<file path="config.mk">
export PLATFORM = sky130hd
export DESIGN_NAME = threewire_cmd_queue
export DESIGN_NICKNAME = d
export VERILOG_FILES = /design/src/rtl/threewire_cmd_queue.sv
export SDC_FILE = /design/constraint.sdc
export NUM_CORES = 1
export LEC_CHECK = 0
export ABC_AREA = 1
export CAP_MARGIN = 20
export CORE_ASPECT_RATIO = 1.2
export CORE_MARGIN = 2
export CORE_UTILIZATION = 55
export DETAILED_ROUTE_END_ITERATION = 7
export PLACE_DENSITY = 0.84
export SETUP_SLACK_MARGIN = 0.2
export SYNTH_ARGS = -nofsm -noshare
export SYNTH_HDL_FRONTEND = slang
export SYNTH_SLANG_ARGS = --single-unit
</file>
<file path="constraint.sdc">
create_clock -name in_clk -period 4.3 [get_ports in_clk]
set_input_delay 0.86 -clock in_clk [delete_from_list [all_inputs] [get_ports in_clk]]
set_output_delay 0.86 -clock in_clk [all_outputs]
set_load 0.05 [all_outputs]
</file>
<file path="src/rtl/threewire_cmd_queue.sv">
// Command queue in front of a three-wire register master: buffers read/write
// commands in a small FIFO, issues them one at a time and returns read data in order.
module threewire_cmd_queue #(
  parameter int ADDR_BITS  = 10,
  parameter int DATA_BITS  = 32,
  parameter int DEPTH_LOG2 = 2
) (
  input  logic                  in_clk,
  input  logic                  in_rst_n,
  input  logic                  in_cmd_valid,
  output logic                  out_cmd_ready,
  input  logic                  in_cmd_wr,
  input  logic [ADDR_BITS-1:0]  in_cmd_addr,
  input  logic [DATA_BITS-1:0]  in_cmd_data,
  output logic                  out_rsp_valid,
  input  logic                  in_rsp_ready,
  output logic [ADDR_BITS-1:0]  out_rsp_addr,
  output logic [DATA_BITS-1:0]  out_rsp_data,
  output logic                  out_tw_start,
  output logic                  out_tw_mode_wr,
  output logic [ADDR_BITS-1:0]  out_tw_addr,
  output logic [DATA_BITS-1:0]  out_tw_wr_data,
  input  logic [DATA_BITS-1:0]  in_tw_rd_data,
  input  logic                  in_tw_busy,
  output logic [DEPTH_LOG2:0]   out_level
);

  localparam int DEPTH      = 1 << DEPTH_LOG2;
  localparam int ENTRY_BITS = 1 + ADDR_BITS + DATA_BITS;
  localparam logic [DEPTH_LOG2:0] FULL_LEVEL = (DEPTH_LOG2 + 1)'(DEPTH);

  localparam logic [1:0] ST_IDLE      = 2'd0;
  localparam logic [1:0] ST_START     = 2'd1;
  localparam logic [1:0] ST_WAIT_DONE = 2'd2;
  localparam logic [1:0] ST_RESP      = 2'd3;

  logic [ENTRY_BITS-1:0] fifo_mem [DEPTH];
  logic [DEPTH_LOG2-1:0] wr_ptr_q, rd_ptr_q;
  logic [DEPTH_LOG2:0]   level_q, level_d;
  logic [1:0]            state_q, state_d;
  logic                  tw_mode_wr_q, tw_mode_wr_d;
  logic [ADDR_BITS-1:0]  tw_addr_q, tw_addr_d;
  logic [DATA_BITS-1:0]  tw_wr_data_q, tw_wr_data_d;
  logic [ADDR_BITS-1:0]  rsp_addr_q, rsp_addr_d;
  logic [DATA_BITS-1:0]  rsp_data_q, rsp_data_d;
  logic                  push, pop;

  // Ready looks only at the registered level, so a full queue refuses a push
  // even in the cycle the FSM pops.
  assign out_cmd_ready = (level_q != FULL_LEVEL);
  assign push          = in_cmd_valid && out_cmd_ready;

  // NOTE: the command storage has no reset; the pointers and level define which
  // entries are live, so stale contents are never observed.
  always_ff @(posedge in_clk) begin
    if (push) fifo_mem[wr_ptr_q] <= {in_cmd_wr, in_cmd_addr, in_cmd_data};
  end

  always_comb begin
    // NOTE: every always_comb output is given a default first so no path infers a latch.
    state_d      = state_q;
    tw_mode_wr_d = tw_mode_wr_q;
    tw_addr_d    = tw_addr_q;
    tw_wr_data_d = tw_wr_data_q;
    rsp_addr_d   = rsp_addr_q;
    rsp_data_d   = rsp_data_q;
    pop          = 1'b0;
    case (state_q)
      ST_IDLE: begin
        if (level_q != '0) begin
          pop = 1'b1;
          {tw_mode_wr_d, tw_addr_d, tw_wr_data_d} = fifo_mem[rd_ptr_q];
          state_d = ST_START;
        end
      end
      ST_START: begin
        if (in_tw_busy) state_d = ST_WAIT_DONE;
      end
      ST_WAIT_DONE: begin
        if (!in_tw_busy) begin
          if (tw_mode_wr_q) begin
            state_d = ST_IDLE;
          end else begin
            rsp_addr_d = tw_addr_q;
            rsp_data_d = in_tw_rd_data;
            state_d    = ST_RESP;
          end
        end
      end
      ST_RESP: begin
        if (in_rsp_ready) state_d = ST_IDLE;
      end
      default: state_d = ST_IDLE;
    endcase
  end

  always_comb begin
    level_d = level_q;
    if (push && !pop)      level_d = level_q + 1'b1;
    else if (!push && pop) level_d = level_q - 1'b1;
  end

  // NOTE: sequential state uses non-blocking assignments so every register
  // samples the pre-edge values of the others.
  always_ff @(posedge in_clk or negedge in_rst_n) begin
    if (!in_rst_n) begin
      wr_ptr_q     <= '0;
      rd_ptr_q     <= '0;
      level_q      <= '0;
      state_q      <= ST_IDLE;
      tw_mode_wr_q <= 1'b0;
      tw_addr_q    <= '0;
      tw_wr_data_q <= '0;
      rsp_addr_q   <= '0;
      rsp_data_q   <= '0;
    end else begin
      if (push) wr_ptr_q <= wr_ptr_q + 1'b1;
      if (pop)  rd_ptr_q <= rd_ptr_q + 1'b1;
      level_q      <= level_d;
      state_q      <= state_d;
      tw_mode_wr_q <= tw_mode_wr_d;
      tw_addr_q    <= tw_addr_d;
      tw_wr_data_q <= tw_wr_data_d;
      rsp_addr_q   <= rsp_addr_d;
      rsp_data_q   <= rsp_data_d;
    end
  end

  assign out_tw_start   = (state_q == ST_START);
  assign out_rsp_valid  = (state_q == ST_RESP);
  assign out_tw_mode_wr = tw_mode_wr_q;
  assign out_tw_addr    = tw_addr_q;
  assign out_tw_wr_data = tw_wr_data_q;
  assign out_rsp_addr   = rsp_addr_q;
  assign out_rsp_data   = rsp_data_q;
  assign out_level      = level_q;

endmodule
</file>
==> results of run 1 <==
[cell usage after synthesis, drive strengths merged]
library cell and instances:
nand2 408, inv 235, edfxtp 172, dfrtp 94, nand3 93, buf 44, o21ai 43, nor2 6
ha 5, clkbuf 3, xor2 3, xnor2 2, a21oi 1, fa 1, nand4 1, o22ai 1
[logic make-up (layout without fill, tap and decap cells)]
logic type,after synthesis,after routing,synth area share
AOI/OAI and AO/OA,45,45,0.0204
xor gates and xnor gates,5,5,0.00395
adders and majority gates,6,6,0.00744
buffers and inverters,282,464,0.107
DFF,266,266,0.677
other,0,3,0
and+or+nand+nor,508,508,0.184
[flip-flops by register name, indices dropped and copies added (netlist names)]
| signal | cells |
|---|---|
| fifo_mem | 172 |
| out_level | 3 |
| out_rsp_addr | 10 |
| out_rsp_data | 32 |
| out_tw_addr | 10 |
| out_tw_mode_wr | 1 |
| out_tw_wr_data | 32 |
| rd_ptr_q | 2 |
| state_q | 2 |
| wr_ptr_q | 2 |
[layer usage]
layer,part of all wire,vias to the layer above,global-route usage
li1,-,3743,-
met1,0.39,3617,0.272
met2,0.51,281,0.397
met3,0.067,50,0.0381
met4,0.027,2,0.0793
met5,0.00055,-,0
[path summary, 6_finish.rpt]
kind,from,endpoint,slack [ns],depth (start not counted)
worst max-delay path,state_q[1]$_DFFE_PN0P_,out_tw_start,1.39,4
worst min-delay path,in_rst_n,out_rsp_data[31]$_DFFE_PN0P_,0.48,1
worst max register to register,state_q[1]$_DFFE_PN0P_,out_tw_wr_data[26]$_DFFE_PN0P_,1.85,6
worst min register to register,out_tw_wr_data[2]$_DFFE_PN0P_,out_tw_wr_data[2]$_DFFE_PN0P_,0.48,2
max in group asynchronous,in_rst_n,out_tw_wr_data[17]$_DFFE_PN0P_,2.96,2
min in group in_clk,out_tw_wr_data[2]$_DFFE_PN0P_,out_tw_wr_data[2]$_DFFE_PN0P_,0.48,2
[worst reg2reg max path, stage by stage (launching register included)]
cell and delay (ns):
dfrtp_1 0.48, nor2_2 0.16, nand2_2 0.39, buf_4 0.39, inv_2 0.65, nand2_1 0.22
nand2_1 0.10
[stage by stage]
stage / area, µm² / utilization / setup WS (ns) / hold WS (ns) / std cells
after CTS: 13800 / 0.703 / 1.37 / 0.481 / 1554
after detailed placement: 12900 / 0.657 / 1.22 / 0.464 / 1506
after floorplan: 11100 / - / 0.538 / 0.499 / 1112
after global routing: 13900 / 0.704 / 1.31 / 0.501 / 1558
final: 13900 / 0.704 / 1.39 / 0.479 / 1558
after global placement: 12900 / 0.657 / 1.28 / 0.465 / 1506
[power groups by stage]
stage	logic [mW]	clock network (mW)	registers [mW]
2_1_floorplan	2.08	0	5.19
3_3_place_gp	4.68	0	3.87
3_5_place_dp	4.80	0	3.90
4_1_cts	4.84	2.40	3.86
5_1_grt	5.25	2.49	3.94
6_report	4.81	2.36	3.86
[final cells by class]
| class | count | area, µm² | area share |
|---|---|---|---|
| antenna | 3 | 7.51 | 0.000541 |
| clock buffer | 35 | 736 | 0.0531 |
| tap | 261 | 327 | 0.0236 |
| multi-input combinational | 564 | 2430 | 0.175 |
| sequential | 266 | 7520 | 0.543 |
| timing repair buffer | 181 | 1790 | 0.129 |
| inverter | 235 | 882 | 0.0636 |
| clock inverter | 13 | 168 | 0.0121 |
==> flow_summary.toml, run 1 <==
[status]
outcome = "completed"

[die]
initial_core_util = 0.564
die_h_um = 160
coreArea_um2 = 19700
io_pins = 171
row_count = 56
die_area_um2 = 21300
die_w_um = 134

[worst_setup_path]
crit_slowest_cell = "clkdlybuf4s50_1"
cpPeakStageDelay_ns = 0.80
crit_buf_inv = 3
path_delay_family = "buffers and inverters"
worstPathCellList = "inv_1 -> nand2_1 -> inv_1 -> clkdlybuf4s50_1"
crit_fanout = 8
start_kind = "flip-flop"
critPathKind = "reg2out"
cp-end-kind = "output port"
path_common_cell = "inv_1"
arrival_ns = 2.05
critPathRequiredTime_ns = 3.44

[placed_design]
gp_congestion = 0.783
io_buffers = 170
place_hpwl_um = 14800

[power]
p_per_area_nw_per_um2 = 795
p_comb_frac = 0.436
p_leak_nw = 6.53
seqPwrFrac = 0.350
swShare = 0.419
ir_drop_mv = 0.537
internal_power_mw = 6.41
total_power_mw = 11.0
power.switching_mw = 4.61
clockPowerShare = 0.214

[timing]
final_max_slew_viol_count = 0
finalHoldViolCount = 0
slew_headroom = 0.291
max_freq_mhz = 343
period_minus_slack_ns = 2.91
setup_tns_ns = 0
finalClockSkew_ns = 0.00684
tightest_slew_ns = 1.06
setup_viol = 0
final.period_utilization = 0.677
rsz0062_at_grt = "false"

[synthesis]
synth-seq-cells = 266
syn-instance-count = 1112
yosys-top-cells-area = "edfxtp_1, dfrtp_1, nand2_1"
synth_top_cell_area_share = 0.465
syn_nets = 1198
yosysWarnings = 0
netlist_area_um2 = 11100
syn_area_per_cell_um2 = 9.98
yosysSeqAreaShare = 0.677
yosysUniqueCellTypes = 22
synth_top_area_cell = "edfxtp_1"

[global_route]
overflow = 0
grt_pass1_vias = 7821
antenna_found_initial = 4
grt_max_degree = 88
grt_pass1_wl_um = 38200
grt.total_usage = 0.222

[clocking]
cts_tree = "yes"
clk_pin_slew_worst_paths_ns = 0.06
cts_buffer_depth = 3
cts_made_buffers = 26
clock_latency_ns = 0.52
cts_setup_buffers = 0
htreeDepth = 1
clock_sinks = 266
clock_tree.root_cell = "clkbuf_16"
hold_buffers = 0
cts_resized = 0

[drt]
drc = 0
antenna_left = 0
routed_wl_um = 23500
dr.pass1.iters = 5
vias = 7693
viasPerCell = 4.94
wire_per_inst_um = 15.1
drtIter0Drc = 625

[final_layout]
final_nets = 1360
layout_commonest_cell = "nand2_1"
drive_above_1_share = 0.0502
fillers = 1373
final_cell_mix = "nand2_1, inv_1, edfxtp_1"
areaGrowthSynthToFinish_pct = 24.9

[worst_hold_path]
hp-class = "in2async"

[flow_run]
maxCapViolCount = 0
No activity file was read; power rests on OpenSTA's default activity.
==> run 2: changes to the inputs <==
- CORE_UTILIZATION: 55 -> 54
- PLACE_DENSITY: 0.84 -> 0.83
- clock period: 4.3 -> 2.7 ns (I/O delays scaled with it)
==> flow_summary.toml, run 2 (synthesized netlist as in run 1, its figures left out) <==
[power]
p_comb_frac = 0.436
ir_drop_mv = 0.803
swShare = 0.418
internal_power_mw = 10.2
p_leak_nw = 6.55
clockPowerShare = 0.210
p_per_area_nw_per_um2 = 1250
seqPwrFrac = 0.354
power.switching_mw = 7.30

[clocking]
clock_sinks = 266
clk_pin_slew_worst_paths_ns = 0.07
hold_buffers = 0
clock_latency_ns = 0.51
clock_tree.root_cell = "clkbuf_16"
cts_made_buffers = 25
htreeDepth = 1
cts_tree = "yes"
cts_buffer_depth = 3

[worst_setup_path]
r2r-end = "out_level[2]$_DFFE_PN0P_"
start_kind = "flip-flop"
critPathRequiredTime_ns = 2.16
path_delay_family = "buffers and inverters"
crit_slowest_cell = "clkdlybuf4s50_1"
reg2reg_slack_ns = 0.68
crit_buf_inv = 1
arrival_ns = 1.80
crit_fanout = 4
r2r_cells = 9
worstPathCellList = "clkdlybuf4s50_1"
rr_startpoint = "out_level[1]$_DFFE_PN0P_"
critPathKind = "reg2out"
cpPeakStageDelay_ns = 0.86
cp-end-kind = "output port"

[drt]
vias = 7608
routed_wl_um = 23000
drc = 0
antenna_left = 0
drtIter0Drc = 444
wire_per_inst_um = 14.7
dr.pass1.iters = 5
viasPerCell = 4.88

[timing]
tightest_slew_ns = 0.881
period_minus_slack_ns = 2.34
setup_tns_ns = 0
final.period_utilization = 0.866
slew_headroom = 0.412
final_max_slew_viol_count = 0
rsz0062_at_grt = "false"
fin_hold_ws_ns = 0.0640
finalHoldViolCount = 0
setup_viol = 0
finalClockSkew_ns = 0.00768
fin_ws_ns = 0.362
max_freq_mhz = 428

[final_layout]
final_cell_mix = "nand2_1, inv_1, edfxtp_1"
final_area_um2 = 13900
areaGrowthSynthToFinish_pct = 25.4
drive_above_1_share = 0.0565
regArea_um2 = 7520
layout_commonest_cell = "nand2_1"
largest_reg_flops = 172
multi_input_area_um2 = 2430
fillers = 1461
largest_register = "fifo_mem"
final_nets = 1360

[die]
die_area_um2 = 21700
io_pins = 171
die_w_um = 135
die_h_um = 161
row_count = 57
coreArea_um2 = 20200
initial_core_util = 0.550

[placed_design]
placed_cell_area_um2 = 13000
dp_slack_ns = 0.457
gp_congestion = 0.723
io_buffers = 170
place_hpwl_um = 14300

[global_route]
antenna_found_initial = 1
grt_pass1_wl_um = 37000
overflow = 0
grt.total_usage = 0.214
grt_pass1_vias = 7558
grt_max_degree = 67

[flow_run]
maxCapViolCount = 0

[worst_hold_path]
hp-class = "in2async"

[status]
outcome = "completed"
==> run 2: cell types whose count changed in the layout (fill, tap and decap cells not counted), moves of 3 or more <==
| cell | delta |
|---|---|
| clkbuf_1 | -5 |
| dlygate4sd2_1 | +3 |
| buf_12 | +6 |
| clkdlybuf4s50_1 | -3 |
| clkinv_2 | +5 |
| buf_4 | -5 |
==> run 2: final cells by class <==
| cell class | instances | area share |
|---|---|---|
| clock buffer | 26 | 0.0459 |
| tap | 265 | 0.0238 |
| timing repair buffer | 182 | 0.135 |
| clock inverter | 19 | 0.0168 |
| inverter | 235 | 0.0634 |
| sequential | 266 | 0.541 |
| multi-input combinational | 564 | 0.175 |
| antenna | 1 | 0.000180 |
==> run 2: layer usage <==
layer,track usage,share of wire,up-vias
met2,0.383,0.51,276
met3,0.0380,0.078,46
met1,0.263,0.39,3553
met4,0.0665,0.022,0
met5,0,0,-
li1,-,-,3733
==> run 2: stage by stage <==
| stage | cells | util | power [mW] |
|---|---|---|---|
| 2_1_floorplan | 1112 | - | 11.6 |
| 6_report | 1558 | 0.690 | 17.5 |
| 3_3_place_gp | 1512 | 0.646 | 13.7 |
| 5_1_grt | 1558 | 0.690 | 18.5 |
| 3_5_place_dp | 1512 | 0.646 | 13.9 |
| 4_1_cts | 1557 | 0.689 | 17.6 |
==> run 2: what timing repair did <==
action                                  in CTS  in global routing
setup buffers                                0                  0
endpoints found under the setup margin       3                  0
gates resized for setup                      3                  0
==> run 2: worst max path at each step <==
stage	end	slack, ns	depth (start not counted)	start
final	out_tw_mode_wr	0.36	1	out_tw_mode_wr$_DFFE_PN0P_
after global routing	out_tw_start	0.31	4	state_q[1]$_DFFE_PN0P_
after CTS	out_tw_mode_wr	0.35	1	out_tw_mode_wr$_DFFE_PN0P_
after detailed placement	out_level[2]$_DFFE_PN0P_	0.46	9	in_cmd_valid
after global placement	out_level[2]$_DFFE_PN0P_	0.50	9	in_cmd_valid
after floorplan	fifo_mem[0][0]$_DFFE_PP_	0.25	4	out_level[1]$_DFFE_PN0P_
==> run 2: power groups by stage <==
stage / clock network (mW) / registers [mW] / logic, mW
2_1_floorplan: 0 / 8.24 / 3.35
3_5_place_dp: 0 / 6.26 / 7.67
5_1_grt: 3.89 / 6.31 / 8.32
6_report: 3.67 / 6.18 / 7.61
3_3_place_gp: 0 / 6.22 / 7.47
4_1_cts: 3.74 / 6.20 / 7.70
==> run 3: changes to the inputs <==
--- a/config.mk
+++ b/config.mk
@@ -9,5 +9,4 @@
 export CAP_MARGIN = 20
 export CORE_ASPECT_RATIO = 1.2
-export CORE_MARGIN = 2
 export CORE_UTILIZATION = 54
 export DETAILED_ROUTE_END_ITERATION = 7
@@ -17,2 +16,3 @@
 export SYNTH_HDL_FRONTEND = slang
 export SYNTH_SLANG_ARGS = --single-unit
+export TNS_END_PERCENT = 30
==> constraint.sdc (replaced) <==
create_clock -name in_clk -period 2.7 [get_ports in_clk]
set_input_delay 0.54 -clock in_clk [delete_from_list [all_inputs] [get_ports in_clk]]
set_output_delay 0.54 -clock in_clk [all_outputs]
set_load 0.1 [all_outputs]
==> flow_summary.toml, run 3 (synthesized netlist as in run 1, its figures left out) <==
[die]
io_pins = 171
row_count = 57
die_w_um = 133
die_area_um2 = 21100
die_h_um = 159
coreArea_um2 = 20200
initial_core_util = 0.550

[final_layout]
n_antenna_cell = 0
final_cell_mix = "nand2_1, inv_1, edfxtp_1"
drive_above_1_share = 0.130
layout_commonest_cell = "nand2_1"
regArea_um2 = 7530
fillers = 1443
final_nets = 1368
largest_register = "fifo_mem"
areaGrowthSynthToFinish_pct = 23.6
multi_input_area_um2 = 2440
largest_reg_flops = 172

[clocking]
clock_sinks = 266
cts_buffer_depth = 3
cts_tree = "yes"
clk_pin_slew_worst_paths_ns = 0.06
clock_latency_ns = 0.52
cts_made_buffers = 24
clock_tree.root_cell = "clkbuf_16"
cts_setup_buffers = 0
htreeDepth = 1

[worst_hold_path]
hp-class = "reg2reg"
min_to = "out_tw_wr_data[31]$_DFFE_PN0P_"
min_path_cells = 2
min_from = "out_tw_wr_data[31]$_DFFE_PN0P_"

[drt]
dr.pass1.iters = 7
antenna_left = 0
drc = 2
vias = 7626
wire_per_inst_um = 14.8
viasPerCell = 4.87
drtIter0Drc = 501
routed_wl_um = 23200

[worst_setup_path]
critPathRequiredTime_ns = 2.16
r2r-end = "out_tw_addr[4]$_DFFE_PN0P_"
rr_startpoint = "out_level[1]$_DFFE_PN0P_"
critPathKind = "reg2out"
crit_slowest_cell = "dfrtp_4"
cpPeakStageDelay_ns = 0.50
arrival_ns = 1.60
crit_fanout = 4
cp-end-kind = "output port"
start_kind = "flip-flop"
r2r_cells = 7
reg2reg_slack_ns = 0.61
worstPathCellList = "nor2_1 -> nand2_4 -> buf_4"

[timing]
fin_hold_ws_ns = 0.487
setup_tns_ns = 0
finalClockSkew_ns = 0.0182
final.period_utilization = 0.793
slew_headroom = 0.364
setup_viol = 0
tightest_slew_ns = 0.954
max_freq_mhz = 467
finalHoldViolCount = 0
fin_ws_ns = 0.560
final_max_slew_viol_count = 0
rsz0062_at_grt = "false"
period_minus_slack_ns = 2.14

[status]
violations = "DRC"
outcome = "complete, but fails checks"

[global_route]
grt_pass1_wl_um = 37600
grt_pass1_vias = 7761
grt_max_degree = 88
grt.total_usage = 0.224
overflow = 0
antenna_found_initial = 0

[placed_design]
io_buffers = 170
dp_slack_ns = 0.435
place_hpwl_um = 14300
gp_congestion = 0.756

[flow_run]
maxCapViolCount = 0
[run 3: cell types whose count changed in the layout (fill, tap and decap cells not counted), moves of 2 or more]
cell and delta:
dfrtp_4 +2, clkinv_4 -2, bufinv_16 -3, clkinvlp_4 -2
clkbuf_8 +3, clkbuf_16 +3, clkbuf_1 +3, clkdlybuf4s50_1 -88
dlygate4sd2_1 -3, clkinv_2 -4, buf_4 +103, buf_12 -4
[run 3: how the worst max path moves through the flow]
stage,cells after the start,start,slack (ns),to
floorplan,9,out_level[1]$_DFFE_PN0P_,0.26,out_level[1]$_DFFE_PN0P_
global placement,10,in_cmd_valid,0.51,out_level[2]$_DFFE_PN0P_
detailed placement,7,out_level[1]$_DFFE_PN0P_,0.44,out_tw_wr_data[14]$_DFFE_PN0P_
CTS,7,out_level[1]$_DFFE_PN0P_,0.41,out_tw_wr_data[14]$_DFFE_PN0P_
global route,7,out_level[1]$_DFFE_PN0P_,0.39,out_tw_wr_data[25]$_DFFE_PN0P_
finish,3,out_level[1]$_DFFE_PN0P_,0.56,out_cmd_ready
[run 3: metrics by stage]
| step | cells | instance area, µm² | utilization |
|---|---|---|---|
| floorplan | 1112 | 11100 | - |
| global placement | 1520 | 12800 | 0.636 |
| detailed placement | 1520 | 12800 | 0.636 |
| CTS | 1565 | 13700 | 0.679 |
| global route | 1565 | 13700 | 0.680 |
| finish | 1565 | 13700 | 0.680 |
[run 3: final cells by class]
class	count	area share
clock inverter	9	0.00693
clock buffer	35	0.0559
timing repair buffer	191	0.122
multi-input combinational	564	0.178
tap	265	0.0242
sequential	266	0.549
inverter	235	0.0645
[run 3: timing repair]
item | in CTS | in global routing
endpoints found under the setup margin | 0 | 2
hold buffers | 1 | 0
gates resized for setup | 0 | 2
endpoints found under the hold margin | 5 | 0
[run 3: metal layers]
layer / vias up / routed length [µm] / track usage / share of wire
met5: - / 0 / 0 / 0
met4: 0 / 317 / 0.0632 / 0.014
met3: 31 / 1760 / 0.0366 / 0.076
met2: 281 / 12000 / 0.407 / 0.52
met1: 3560 / 9150 / 0.274 / 0.39
li1: 3754 / - / - / -
[run 3: critical path: cells and delay by family (launching register included)]
kind / cells / cell delay, ns
DFF: 1 / 0.50
buffers and inverters: 1 / 0.24
and+or+nand+nor: 2 / 0.35
Power of run 3 is not shown: default switching activity piles up to over one toggle a cycle in this logic, so the estimate is an artifact.
